$ cat src/rtl/fall_feature_extract.sv
// Per-window mean and std-dev of Q8.8 accel magnitude; start pulses 19 cycles after the final window sample.
// Backpressure: none; a sample is taken on every sample_valid cycle, even while post-processing.
module fall_feature_extract #(
  parameter int WIN_LEN  = 32,
  parameter int LOG2_WIN = 5
) (
  input  logic               clk,
  input  logic               reset,
  input  logic               sample_valid,
  input  logic signed [15:0] sample_mag,
  output logic        [31:0] feature_mean,
  output logic        [31:0] feature_std,
  output logic               start,
  output logic               busy
);

  localparam int SW = 16 + LOG2_WIN;
  localparam int QW = 32 + LOG2_WIN;

  typedef enum logic [2:0] {ACCUM, MEAN, VAR, SQRT, OUT} state_t;
  state_t state, state_next;

  logic signed [SW-1:0]       sum_acc, sum_next;
  logic        [QW-1:0]       sumsq_acc, sumsq_next;
  logic        [LOG2_WIN-1:0] cnt;
  logic signed [31:0]         mag_ext, mag_sq;
  logic                       window_done;

  logic signed [15:0] mean_snap;
  logic        [31:0] sumsq_snap;
  logic        [31:0] mean_sq;
  logic signed [31:0] mean_ext, mean_prod;
  logic        [32:0] var_diff;

  logic [19:0] rem, rem_next;
  logic [15:0] root;
  logic [31:0] rad;
  logic [3:0]  sqrt_cnt;
  logic [21:0] rem_sh, trial;
  logic        ge;

  assign mag_ext     = 32'(sample_mag);
  assign mag_sq      = mag_ext * mag_ext;
  assign sum_next    = sum_acc + SW'(sample_mag);
  assign sumsq_next  = sumsq_acc + {{LOG2_WIN{1'b0}}, mag_sq};
  assign window_done = sample_valid && (cnt == LOG2_WIN'(WIN_LEN - 1));

  assign mean_ext  = 32'(mean_snap);
  assign mean_prod = mean_ext * mean_ext;
  // Borrow out of bit 32 means mean^2 exceeded E[x^2] through truncation; clamp to zero.
  assign var_diff  = {1'b0, sumsq_snap} - {1'b0, mean_sq};

  // Restoring root: bring down two radicand bits, try subtracting 4*root+1.
  assign rem_sh   = {rem, rad[31:30]};
  assign trial    = {4'b0000, root, 2'b01};
  assign ge       = (rem_sh >= trial);
  assign rem_next = ge ? (rem_sh[19:0] - trial[19:0]) : rem_sh[19:0];

  assign busy = (state != ACCUM);

  always_comb begin
    state_next = state;
    case (state)
      ACCUM: if (window_done) state_next = MEAN;
      MEAN:  state_next = VAR;
      VAR:   state_next = SQRT;
      SQRT:  if (sqrt_cnt == 4'd15) state_next = OUT;
      OUT:   state_next = ACCUM;
      default: state_next = ACCUM;
    endcase
  end

  always_ff @(posedge clk) begin
    if (reset) begin
      state <= ACCUM;
    end else begin
      state <= state_next;
    end
  end

  always_ff @(posedge clk) begin
    if (reset) begin
      sum_acc      <= '0;
      sumsq_acc    <= '0;
      cnt          <= '0;
      mean_snap    <= '0;
      sumsq_snap   <= '0;
      mean_sq      <= '0;
      rem          <= '0;
      root         <= '0;
      rad          <= '0;
      sqrt_cnt     <= '0;
      feature_mean <= '0;
      feature_std  <= '0;
      start        <= 1'b0;
    end else begin
      start <= 1'b0;

      if (sample_valid) begin
        if (window_done) begin
          // Snapshot only the bits that survive the divide by WIN_LEN.
          mean_snap  <= sum_next[SW-1 -: 16];
          sumsq_snap <= sumsq_next[QW-1 -: 32];
          sum_acc    <= '0;
          sumsq_acc  <= '0;
          cnt        <= '0;
        end else begin
          sum_acc    <= sum_next;
          sumsq_acc  <= sumsq_next;
          cnt        <= cnt + LOG2_WIN'(1);
        end
      end

      case (state)
        MEAN: mean_sq <= mean_prod;
        VAR: begin
          rad      <= var_diff[32] ? 32'd0 : var_diff[31:0];
          rem      <= '0;
          root     <= '0;
          sqrt_cnt <= '0;
        end
        SQRT: begin
          rem      <= rem_next;
          root     <= {root[14:0], ge};
          rad      <= {rad[29:0], 2'b00};
          sqrt_cnt <= sqrt_cnt + 4'd1;
        end
        OUT: begin
          feature_mean <= {{8{mean_snap[15]}}, mean_snap, 8'h00};
          feature_std  <= {8'h00, root, 8'h00};
          start        <= 1'b1;
        end
        default: ;
      endcase
    end
  end

endmodule

$ cat config.mk
export PLATFORM = sky130hd
export DESIGN_NAME = fall_feature_extract
export DESIGN_NICKNAME = d
export VERILOG_FILES = /design/src/rtl/fall_feature_extract.sv
export SDC_FILE = /design/constraint.sdc
export NUM_CORES = 2
export LEC_CHECK = 0
export BUFFER_PORTS_ARGS = -buffer_cell sky130_fd_sc_hd__buf_2
export CORE_MARGIN = 5
export CORE_UTILIZATION = 43
export DETAILED_ROUTE_END_ITERATION = 8
export PLACE_DENSITY = 0.57
export REMOVE_ABC_BUFFERS = 1
export SLEW_MARGIN = 10
export SYNTH_ARGS = -nofsm -noshare
export SYNTH_HDL_FRONTEND = slang
export SYNTH_SLANG_ARGS = --single-unit
$ cat constraint.sdc
create_clock -name clk -period 16.6 [get_ports clk]
set_clock_uncertainty 0.05 [all_clocks]
set_input_delay 0.83 -clock clk [delete_from_list [all_inputs] [get_ports clk]]
set_output_delay 0.83 -clock clk [all_outputs]
set_load 0.02 [all_outputs]
==> results_dict.tcl <==
set metrics [dict create \
    arrival_ns 9.54 \
    period_minus_slack_ns 9.06 \
    yosysUniqueCellTypes 94 \
    htreeDepth 1 \
    cp_slowest_cell "or4b_2" \
    synth-seq-area-share 0.155 \
    fin_crit_sh 0.546 \
    critPathKind "in -> reg" \
    drc 0 \
    synth_top_family_by_area "adder cells" \
    max_freq_ghz 0.110 \
    rrSetupSlack_ns 9.27 \
    grt_max_degree 103 \
    numCtsBuffers 31 \
    fin_ws_ns 7.54 \
    routed_via_density 5.15 \
    syn_inst 3803 \
    grt_pass1_wl_um 130000 \
    pin_count 85 \
    maxSlewViolCount 0 \
    grt_pass1_vias 25300 \
    antenna_cells 0 \
    worst_pin_slew_ns 1.03 \
    fin_setup_tns_ns 0 \
    drtAntennaViolNets 0 \
    fp.dieW_um 284 \
    dieArea_um2 80800 \
    synth_largest_area_cell "fa_1" \
    synth_fa_ha_area_frac 0.405 \
    cp-start-kind "primary input" \
    cts.sink_count 250 \
    cp-end-kind "flop" \
    synth-simple-area-share 0.146 \
    yosysMostFrequentCell "inv_1" \
    antenna_found_initial 0 \
    grt.total_usage 0.193 \
    muxShareOfSynthArea 0.00681 \
    hold_class "reg -> reg" \
    path_max_fanout 19 \
    crit_path_max_incr_delay_ns 0.62 \
    crit_required_ns 17.08 \
    layout-drive-gt1-share 0.0550 \
    clockBufferDepth 3 \
    ys.flop_type "dfxtp_1" \
    synth_edf_count 0 \
    place_congestion 0.843 \
    yosys-top-cells-area "fa_1 (30%), dfxtp_1 (15%), ha_1 (11%)" \
    multi_input_area_um2 23900 \
    nFillCells 7560 \
    place_ws_ns 6.95 \
    synth_seq_cells 250 \
    cts_resized 0 \
    initial_core_util 0.434 \
    yosys-top-cells-count "inv_1 (727), fa_1 (480), nand2_1 (480)" \
    cts_setup_buffers 0 \
    relSlewSlack 0.311 \
    rsz0062_at_grt "false" \
    synth-xor-area-share 0.0428 \
    avgSynthCellArea_um2 8.50 \
    drt-total-wl_um 77700 \
    cts_tree "done" \
    seq_area_um2 5010 \
    root_buffer "clkbuf_16" \
    hold_buffers 0 \
    overflow 0 \
    synth_area_um2 32300 \
    drtIter0Drc 1269 \
    dr.pass1.iters 5 \
    clkSlewWorstSetupHoldPaths_ns 0.07 \
    port_buffers 60 \
    hpwl_um 60600 \
    maxCapViolCount 0 \
    core_area_um2 74400 \
    num_rows 100 \
    synth_compound_area_frac 0.133 \
    finalHoldViolations 0 \
    final_nets 4552 \
    die_h_um 284 \
    setup_violations 0 \
    wl_per_cell_um 16.3 \
    vias 24600 \
    area_growth_pct 6.69 \
    synthArstFlopShare 0 \
    synth_warnings 0 \
    synth_top_area_frac 0.297 \
    status "complete, no violations" \
    clk_latency_ns 0.59 \
]
metal layers:
metal	track usage	vias up	routed length [µm]
met5	0	-	0
met4	0.0367	0	1600
met3	0.0204	88	2730
met2	0.329	382	36600
met1	0.270	12100	36800
li1	-	12000	-
registers in the layout, indices dropped and copies added, names as in the netlist:
register,flops
feature_std,16
sumsq_acc,37
mean_sq,31
sqrt_cnt,4
mean_snap,16
rem,20
state,3
root,16
cnt,5
start,1
rad,32
sumsq_snap,32
feature_mean,16
sum_acc,21
worst max-delay path: cells and delay by family:
family          cells  cell delay (ns)
fa+ha+maj           8             3.68
compound gates     10             2.20
simple gates        9             2.02
buf+inv             7             0.71
xor+xnor            1             0.08
layout by cell type, fill, tap and decap left out, drive strengths merged, types with 42 or more instances in the layout:
cell type / count
fa: 480
buf: 92
a21o: 72
a21oi: 244
ha: 279
nor2: 221
inv: 733
a22oi: 44
o21ai: 93
nand3: 81
nand2: 480
xnor2: 112
xor2: 46
and2: 91
dfxtp: 250
nor3: 42
final cells by class:
| cell class | count | area share |
|---|---|---|
| Multi-Input combinational cell | 2671 | 0.692 |
| Sequential cell | 250 | 0.145 |
| Inverter | 728 | 0.0792 |
| Tap cell | 969 | 0.0352 |
| Clock buffer | 41 | 0.0259 |
| Timing Repair Buffer | 92 | 0.0159 |
| Clock inverter | 17 | 0.00707 |
worst paths after layout:
check | from | endpoint | cells past startpoint
max | sample_mag[6] | sumsq_acc[35] | 35
min | rem[19] | rem[19] | 2
max reg2reg | mean_snap[2] | mean_sq[31] | 24
min reg2reg | rem[19] | rem[19] | 2
cells by family after synthesis:
family	after synthesis
and+or+nand+nor	1050
buffers and inverters	905
adders and majority gates	759
AOI/OAI and AO/OA	659
DFF	250
xor gates and xnor gates	158
muxes	21
other	1
stage by stage:
step | util | cell area, µm² | instances | hold slack, ns
finish | 0.463 | 34500 | 4768 | 0.398
global route | 0.463 | 34500 | 4768 | 0.418
CTS | 0.463 | 34500 | 4768 | 0.403
detailed placement | 0.448 | 33300 | 4710 | 0.389
global placement | 0.448 | 33300 | 4710 | 0.385
floorplan | - | 31600 | 3649 | 0.367
Power is left out: the tool's default activity adds up to more than one toggle a clock period on the data nets, which glitch-free logic cannot reach.
